`config.mk`:
```
export PLATFORM = sky130hd
export DESIGN_NAME = cavlc_field_serializer
export DESIGN_NICKNAME = d
export VERILOG_FILES = /design/src/rtl/cavlc_field_serializer.sv
export SDC_FILE = /design/constraint.sdc
export NUM_CORES = 1
export LEC_CHECK = 0
export CORE_ASPECT_RATIO = 0.7
export CORE_UTILIZATION = 40
export CTS_CLUSTER_DIAMETER = 120
export DETAILED_ROUTE_END_ITERATION = 10
export HOLD_SLACK_MARGIN = 0.05
export PLACE_DENSITY_LB_ADDON = 0.15
export SYNTH_ARGS = -nofsm -noshare
export SYNTH_HDL_FRONTEND = slang
export SYNTH_SLANG_ARGS = --single-unit
```
`constraint.sdc`:
```
create_clock -name CLK -period 6.8 [get_ports CLK]
set_input_delay 1.7 -clock CLK [delete_from_list [all_inputs] [get_ports CLK]]
set_output_delay 1.7 -clock CLK [all_outputs]
set_load 0.01 [all_outputs]
```
`src/rtl/cavlc_field_serializer.sv`:
```
// cavlc_field_serializer
//   Serializes the CAVLC syntax fields of one block (coeff_token,
//   trailing_ones_sign, levels, total_zeros, run_before) into a single
//   MSB-first bitstream. Fields go out in ascending index order, and
//   zero-length fields are skipped without costing a cycle.
//
// Ports
//   CLK, RST     clock, synchronous active-high reset
//   in_valid     block fields present on field_code/field_len
//   in_ready     block can be accepted (IDLE only)
//   field_code   packed codewords, field i at [i*CODE_W +: CODE_W], right-justified
//   field_len    packed lengths, field i at [i*LEN_W +: LEN_W]
//   out_ready    downstream accepts a bit this cycle
//   CAVLC_out    serial bitstream bit
//   out_valid    CAVLC_out carries a bit
//   field_sel    index of the field owning the current bit
//   blk_done     one-cycle pulse at block end
//   bits_total   bits emitted for the last completed block
module cavlc_field_serializer #(
  parameter int NUM_FIELDS = 5,
  parameter int CODE_W     = 16,
  parameter int LEN_W      = 5,
  parameter int SEL_W      = (NUM_FIELDS > 1) ? $clog2(NUM_FIELDS) : 1
) (
  input  logic                         CLK,
  input  logic                         RST,
  input  logic                         in_valid,
  output logic                         in_ready,
  input  logic [NUM_FIELDS*CODE_W-1:0] field_code,
  input  logic [NUM_FIELDS*LEN_W-1:0]  field_len,
  input  logic                         out_ready,
  output logic                         CAVLC_out,
  output logic                         out_valid,
  output logic [SEL_W-1:0]             field_sel,
  output logic                         blk_done,
  output logic [15:0]                  bits_total
);

  localparam int PTR_W = (CODE_W > 1) ? $clog2(CODE_W) : 1;

  typedef enum logic [1:0] {IDLE, SHIFT, DONE} state_t;

  state_t state, state_nxt;

  // Captured block
  logic [CODE_W-1:0] code_r [NUM_FIELDS];
  logic [LEN_W-1:0]  len_r  [NUM_FIELDS];
  logic [15:0]       total_r;

  // Current bit position
  logic [SEL_W-1:0]  sel_r;
  logic [PTR_W-1:0]  bit_r;

  // Input-side lookahead
  logic [LEN_W-1:0]  cl_len [NUM_FIELDS];
  logic [15:0]       in_total;
  logic              first_found;
  logic [SEL_W-1:0]  first_idx;

  // Next nonzero field after the current one
  logic              next_found;
  logic [SEL_W-1:0]  next_idx;

  logic              accept;
  logic              xfer;
  logic              last_bit;

  function automatic logic [LEN_W-1:0] clamp_len(input logic [LEN_W-1:0] l);
    if (32'(l) > CODE_W) return LEN_W'(CODE_W);
    return l;
  endfunction

  always_comb begin
    in_total    = '0;
    first_found = 1'b0;
    first_idx   = '0;
    for (int i = 0; i < NUM_FIELDS; i++) begin
      cl_len[i] = clamp_len(field_len[i*LEN_W +: LEN_W]);
      in_total  = in_total + 16'(cl_len[i]);
    end
    // Scan downward so the lowest nonzero index wins.
    for (int i = NUM_FIELDS - 1; i >= 0; i--) begin
      if (cl_len[i] != '0) begin
        first_found = 1'b1;
        first_idx   = SEL_W'(i);
      end
    end
  end

  always_comb begin
    next_found = 1'b0;
    next_idx   = '0;
    for (int i = NUM_FIELDS - 1; i >= 0; i--) begin
      if ((len_r[i] != '0) && (i > int'(sel_r))) begin
        next_found = 1'b1;
        next_idx   = SEL_W'(i);
      end
    end
  end

  assign accept   = (state == IDLE) && in_valid;
  assign xfer     = (state == SHIFT) && out_ready;
  assign last_bit = (bit_r == '0) && !next_found;

  always_comb begin
    state_nxt = state;
    case (state)
      IDLE:    if (in_valid) state_nxt = first_found ? SHIFT : DONE;
      SHIFT:   if (out_ready && last_bit) state_nxt = DONE;
      DONE:    state_nxt = IDLE;
      default: state_nxt = IDLE;
    endcase
  end

  always_ff @(posedge CLK) begin
    if (RST) state <= IDLE;
    else     state <= state_nxt;
  end

  always_ff @(posedge CLK) begin
    if (RST)                     bits_total <= '0;
    else if (state_nxt == DONE && state != DONE)
      bits_total <= (state == IDLE) ? in_total : total_r;
  end

  // Capture stage: block registered on acceptance, later input changes ignored.
  always_ff @(posedge CLK) begin
    if (accept) begin
      for (int i = 0; i < NUM_FIELDS; i++) begin
        code_r[i] <= field_code[i*CODE_W +: CODE_W];
        len_r[i]  <= cl_len[i];
      end
      total_r <= in_total;
      sel_r   <= first_idx;
      bit_r   <= PTR_W'(cl_len[first_idx] - 1'b1);
    end else if (xfer) begin
      // Shift stage: step down within a field, then jump to the next nonzero one.
      if (bit_r != '0) begin
        bit_r <= bit_r - 1'b1;
      end else if (next_found) begin
        sel_r <= next_idx;
        bit_r <= PTR_W'(len_r[next_idx] - 1'b1);
      end
    end
  end

  assign in_ready  = (state == IDLE);
  assign out_valid = (state == SHIFT);
  assign CAVLC_out = (state == SHIFT) ? code_r[sel_r][bit_r] : 1'b0;
  assign field_sel = (state == SHIFT) ? sel_r : '0;
  assign blk_done  = (state == DONE);

endmodule

```
==> impl_metrics.env, run 1 <==
export IMPL_comb_power_share_pct=18.6
export IMPL_nFillCells=1281
export IMPL_crit_type="primary input to flip-flop"
export IMPL_syn_area_mm2=0.00632
export IMPL_netlist_instances=440
export IMPL_core_mm2=0.0155
export IMPL_ys_async_sr_fraction_pct=0
export IMPL_drtAntennaViolNets=0
export IMPL_min_period_ns=5.38
export IMPL_fmaxAchievable_mhz=186
export IMPL_dr_pass1_iters=10
export IMPL_crit_fanout=7
export IMPL_drv_slew=0
export IMPL_finClkSkew_ns=0.0111
export IMPL_yosysMostFrequentCell="edfxtp_1"
export IMPL_yosysTopAreaCellShare_pct=56.6
export IMPL_post_cts_resized=0
export IMPL_status="finished, violations left"
export IMPL_powerDensity_mw_per_mm2=281
export IMPL_drt_iter0_drc=375
export IMPL_placed_area_mm2=0.00771
export IMPL_fin_crit_sh_pct=79.2
export IMPL_setup_viol_count_final=0
export IMPL_synth_area_mux_share_pct=10.4
export IMPL_cap_violations=0
export IMPL_synth_common_cells="edfxtp_1, inv_1, mux4_2, nor2_1"
export IMPL_dieArea_mm2=0.0163
export IMPL_grt_overflow=0
export IMPL_min_path_cells=2
export IMPL_area_delta_synth_final_pct=30.8
export IMPL_totalWireLength_um=14700
export IMPL_die_h_um=107
export IMPL_place_congestion=0.857
export IMPL_grt_max_degree=84
export IMPL_num_io_pins=132
export IMPL_slew_headroom_pct=34.2
export IMPL_synthXorXnorAreaFrac_pct=0.970
export IMPL_ctsHoldBuffers=0
export IMPL_worst_pin_slew_ns=0.987
export IMPL_clkPwrFrac_pct=37.1
export IMPL_hold_viol=0
export IMPL_antennaDiodeCount=0
export IMPL_netlist_top_cells_area="edfxtp_1, mux4_2, dfxtp_1"
export IMPL_rsz0062_at_grt="no"
export IMPL_synth_seq_cells=132
export IMPL_synth_fa_ha_area_share_pct=6.10
export IMPL_r2r_cells=8
export IMPL_dp_cells=746
export IMPL_pwr_share_seq_pct=44.4
export IMPL_path_clk_slew_ns=0.06
export IMPL_violations="design-rule violations"
export IMPL_vias=4063
export IMPL_avgViaCountPerCell=5.22
export IMPL_yosys_area_share_simple_pct=9.37
export IMPL_rows=38
export IMPL_ir_drop_uv=137
export IMPL_initial_core_util_pct=40.9
export IMPL_globalRouteTotalUtil_pct=19.1
export IMPL_grt_pass1_vias=4125
export IMPL_antenna_found_initial=0
export IMPL_chipWidth_um=152
export IMPL_synth_seq_area_share_pct=60.7
export IMPL_synth_top_family_by_area="multiplexers"
export IMPL_grt_pass1_wl_um=23100
export IMPL_finalNetCount=697
export IMPL_ys_types=55
export IMPL_synth_edf_count=119
export IMPL_cts_sinks=132
export IMPL_final_area_mm2=0.00826
export IMPL_power_leakage_nw=2.96
export IMPL_synth_avg_cell_area_um2=14.4
export IMPL_sw_frac_of_total_pct=26.9
export IMPL_hp_class="flip-flop to flip-flop"
export IMPL_stdcell_count=778
export IMPL_clkLatencyLatePin_ns=0.42
export IMPL_hpwl_um=11000
export IMPL_ys_warn_count=0
export IMPL_cts_path_max_buffers=2
export IMPL_numCtsBuffers=17
export IMPL_cts_setup_buffers=0
export IMPL_clockRootBuffer="clkbuf_16"
export IMPL_tritoncts="built"
export IMPL_cp_start_kind="primary input"
export IMPL_tns_ns=0
export IMPL_yosysTopAreaCell="edfxtp_1"
export IMPL_drc=8
export IMPL_wire_per_inst_um=18.9
export IMPL_p_int_w=0.00170
export IMPL_cp_end_kind="flip-flop"
export IMPL_crit_required_ns=7.05
export IMPL_synth_compound_area_share_pct=8.36
export IMPL_ys_flop_type="edfxtp_1"
export IMPL_drive_gt1_share_pct=12.5
export IMPL_io_buffers=123
export IMPL_worstPathArrival_ns=5.64
export IMPL_p_sw_w=0.000625
export IMPL_h_tree_depth=4
-- routing by layer --
metal | share of wire, % | track usage [%] | vias to the layer above
met5 | 0 | 0 | -
met1 | 48 | 27.9 | 1971
met4 | 0.99 | 6.05 | 0
li1 | - | - | 1918
met3 | 6.7 | 4.45 | 15
met2 | 44 | 27.9 | 159
-- per-stage QoR --
stage / power, W / utilization, % / hold slack (ns) / setup slack, ns
after floorplan: 0.00131 / - / 0.518 / 0.172
after global placement: 0.00147 / 49.9 / 0.489 / 1.12
after detailed placement: 0.00148 / 49.9 / 0.493 / 1.03
after CTS: 0.00235 / 53.5 / 0.502 / 1.48
after global routing: 0.00243 / 53.5 / 0.519 / 1.11
final: 0.00232 / 53.5 / 0.495 / 1.42
-- placed cells by master (no fill, tap or decap), drive strengths merged, types with 4 or more instances in the layout --
cell type,instances
nor2,25
and3,5
nand3,6
dfxtp,13
o211ai,6
clkdlybuf4s50,123
nor2b,19
edfxtp,119
inv,37
or4,11
clkbuf,17
ha,10
a211oi,8
nor3,5
a21oi,16
nor4,5
mux4,24
mux2i,8
o21ai,18
xor2,4
fa,13
clkinv,7
conb,8
and2,4
a311oi,7
nand2,19
a31oi,4
-- worst max-delay path: stages --
cell,delay (ns)
clkdlybuf4s50_1,0.52
nor2b_1,0.41
fa_1,0.47
inv_1,0.09
fa_1,0.43
fa_1,0.51
inv_1,0.04
ha_1,0.22
fa_1,0.40
a21oi_1,0.15
nor2_1,0.05
nor2_1,0.17
nor2b_1,0.07
o21a_1,0.20
mux2i_1,0.14
a211oi_1,0.08
-- power groups by stage --
stage               sequential [W]  clock, W  combinational (W)
floorplan                  0.00101         0           0.000296
detailed placement         0.00105         0           0.000431
CTS                        0.00103  0.000879           0.000434
global placement           0.00105         0           0.000427
finish                     0.00103  0.000862           0.000431
global route               0.00104  0.000911           0.000475
-- flip-flops by register name (all words and copies together) (netlist names), named ones only --
name        flops
len_r          24
bit_r           4
sel_r           3
code_r         80
total_r         8
bits_total      8
state           2
-- kinds of logic after synthesis --
kind of cell | Yosys count
buf+inv | 59
other cells | 1
mux | 35
flops | 132
simple gates | 107
fa+ha+maj | 23
compound gates | 76
xor+xnor | 7
-- layout make-up --
cell class / instances / area (µm²) / share of cell area (%)
sequential: 132 / 3830 / 46.4
multi-input combinational: 256 / 2250 / 27.2
timing repair buffer: 125 / 1250 / 15.1
clock buffer: 17 / 425 / 5.15
tap: 200 / 250 / 3.03
clock inverter: 15 / 131 / 1.59
inverter: 33 / 126 / 1.53
-- worst paths after layout --
check / start / slack, ns / endpoint
worst max-delay path: field_len[19] / 1.42 / bits_total[7]$_SDFFE_PP0P_
worst min register to register: bits_total[2]$_SDFFE_PP0P_ / 0.49 / bits_total[2]$_SDFFE_PP0P_
worst max register to register: state[1]$_SDFF_PP0_ / 3.16 / bit_r[3]$_DFFE_PP_
worst min-delay path: bits_total[2]$_SDFFE_PP0P_ / 0.49 / bits_total[2]$_SDFFE_PP0P_
No activity file was read; power rests on OpenSTA's default activity.
==> run 2: changes to the inputs <==
- clock period: 6.8 -> 5.4 ns (I/O delays scaled with it)
==> run 2 against run 1 <==
Effect of this change: the run still ends with design-rule violations left; final cell count is 1.7% higher; sequential share of layout area is 0.54 points lower; non-clock buffer count is 13 higher; design area is 1.2% higher; sequential cell count stayed put.
==> impl_metrics.env, run 2 (same netlist as run 1, synthesis figures left out) <==
export IMPL_status="finished, violations left"
export IMPL_violations="design-rule violations"
export IMPL_numCtsBuffers=17
export IMPL_vias=4138
export IMPL_hpwl_um=11200
export IMPL_largest_register="code_r"
export IMPL_min_path_cells=2
export IMPL_area_delta_synth_final_pct=32.3
export IMPL_power_w=0.00293
export IMPL_worst_path_largest_cell_delay_ns=0.52
export IMPL_core_mm2=0.0155
export IMPL_finClkSkew_ns=0.0107
export IMPL_crit_type="primary input to flip-flop"
export IMPL_reg_largest_list="code_r: 80 flops, len_r: 24 flops"
export IMPL_drt_iter0_drc=295
export IMPL_crit_fanout=7
export IMPL_r2r_end="bit_r[3]$_DFFE_PP_"
export IMPL_globalRouteTotalUtil_pct=19.7
export IMPL_regArea_mm2=0.00383
export IMPL_clkLatencyLatePin_ns=0.41
export IMPL_num_io_pins=132
export IMPL_multi_input_area_mm2=0.00225
export IMPL_hp_class="flip-flop to flip-flop"
export IMPL_ir_drop_uv=170
export IMPL_antennaDiodeCount=0
export IMPL_post_cts_resized=0
export IMPL_r2r_cells=9
export IMPL_cts_path_max_buffers=2
export IMPL_grt_overflow=0
export IMPL_wl_met1_um=7170
export IMPL_wl_met3_um=1140
export IMPL_hold_path_end="bits_total[0]$_SDFFE_PP0P_"
export IMPL_io_buffers=123
export IMPL_cap_violations=0
export IMPL_dr_pass1_iters=7
export IMPL_cts_sinks=132
export IMPL_wire_per_inst_um=18.8
export IMPL_worstPathBufferInverterCount=3
export IMPL_r2r_slack_ns=1.96
export IMPL_path_clk_slew_ns=0.06
export IMPL_cp_end_kind="flip-flop"
export IMPL_final_common_cell="clkdlybuf4s50_1"
export IMPL_final_core_util_pct=54.1
export IMPL_drc=7
export IMPL_rsz0062_at_grt="no"
export IMPL_setup_viol_count_final=0
export IMPL_hold_viol=0
export IMPL_crit_top_cell="fa_1"
export IMPL_grt_pass1_vias=4336
export IMPL_dieArea_mm2=0.0163
export IMPL_min_delay_start="bits_total[0]$_SDFFE_PP0P_"
export IMPL_cts_setup_buffers=0
export IMPL_slew_headroom_pct=40.2
export IMPL_critical_path_cell_chain="clkdlybuf4s50_1, nor2b_1, fa_1, fa_1, inv_1, fa_1, inv_1, ha_1, a21o_1, a21oi_1, o21bai_1, a21oi_1, xnor2_1, mux2i_1, a211oi_1"
export IMPL_worst_path_dominant_cell_family="adder cells"
export IMPL_clockRootBuffer="clkbuf_16"
export IMPL_rows=38
export IMPL_ctsHoldBuffers=0
export IMPL_fin_crit_sh_pct=93.0
export IMPL_die_h_um=107
export IMPL_drive_gt1_share_pct=14.4
export IMPL_h_tree_depth=4
export IMPL_powerDensity_mw_per_mm2=351
export IMPL_antenna_found_initial=0
export IMPL_drtAntennaViolNets=0
export IMPL_tritoncts="built"
export IMPL_worst_pin_slew_ns=0.888
export IMPL_totalWireLength_um=14900
export IMPL_drv_slew=0
export IMPL_worstPathArrival_ns=5.34
export IMPL_grt_pass1_wl_um=23700
export IMPL_cpMaxStageDelayCell="fa_1"
export IMPL_fmaxAchievable_mhz=199
export IMPL_grt_max_degree=50
export IMPL_initial_core_util_pct=40.9
export IMPL_layout_common_cells="clkdlybuf4s50_1, edfxtp_1, inv_1"
export IMPL_nFillCells=1314
export IMPL_place_congestion=0.876
export IMPL_crit_required_ns=5.72
export IMPL_power_leakage_nw=3.03
export IMPL_r2r_start="state[1]$_SDFF_PP0_"
export IMPL_cp_start_kind="primary input"
export IMPL_wl_met2_um=6410
export IMPL_chipWidth_um=152
export IMPL_top_layer_used="met4"
export IMPL_largest_reg_flops=80
export IMPL_avgViaCountPerCell=5.23
export IMPL_finalNetCount=710
export IMPL_min_period_ns=5.02
export IMPL_path_depth=15
## run 2: changes by cell type in the layout (fill, tap and decap cells not counted)
cell      before  now
clkbuf_1       0    1
clkinv_1       2    1
buf_4          2   15
## run 2: worst max-delay path by stage
stage | from | end | slack (ns)
after floorplan | in_valid | bit_r[2]$_DFFE_PP_ | 0.86
after global placement | field_len[19] | bits_total[7]$_SDFFE_PP0P_ | 0.09
after detailed placement | field_len[19] | bits_total[7]$_SDFFE_PP0P_ | -0.002
after CTS | field_len[12] | bits_total[6]$_SDFFE_PP0P_ | 0.42
after global routing | field_len[19] | bits_total[7]$_SDFFE_PP0P_ | 0.12
final | field_len[19] | bits_total[6]$_SDFFE_PP0P_ | 0.38
## run 2: worst register-to-register path: stages, from the launching register on
cell	delay (ns)
dfxtp_1	0.40
nor2_2	0.44
nand2_1	0.42
inv_4	0.58
buf_4	0.60
nand3_1	0.14
a31oi_1	0.21
o21ai_0	0.12
o41ai_1	0.12
xor2_1	0.14
## run 2: area by class of cell
cell class	count	area share, %
Multi-Input combinational cell	256	26.9
Timing Repair Buffer	138	16.1
Clock buffer	18	5.13
Sequential cell	132	45.8
Tap cell	200	2.99
Inverter	33	1.51
Clock inverter	14	1.53
## run 2: stage by stage
| stage | instance area, µm² | instances | TNS, ns | hold slack, ns | setup slack (ns) |
|---|---|---|---|---|---|
| final | 8360 | 791 | 0 | 0.498 | 0.376 |
| after global routing | 8360 | 791 | 0 | 0.524 | 0.115 |
| after CTS | 8360 | 791 | 0 | 0.502 | 0.421 |
| after detailed placement | 7800 | 759 | -0.00176 | 0.493 | -0.00176 |
| after global placement | 7800 | 759 | 0 | 0.492 | 0.0906 |
| after floorplan | 6350 | 447 | 0 | 0.518 | 0.860 |
## run 2: per-layer routing
layer | up-vias | track usage (%)
met3 | 17 | 6.27
met2 | 152 | 28.5
met5 | - | 0
met4 | 0 | 6.92
li1 | 1944 | -
met1 | 2025 | 27.8
## run 2: where the power goes
part / total (W) / switching (W) / internal [W]
Combinational: 0.000558 / 0.000273 / 0.000285
Clock: 0.00108 / 0.000447 / 0.000637
Sequential: 0.00129 / 0.0000641 / 0.00123
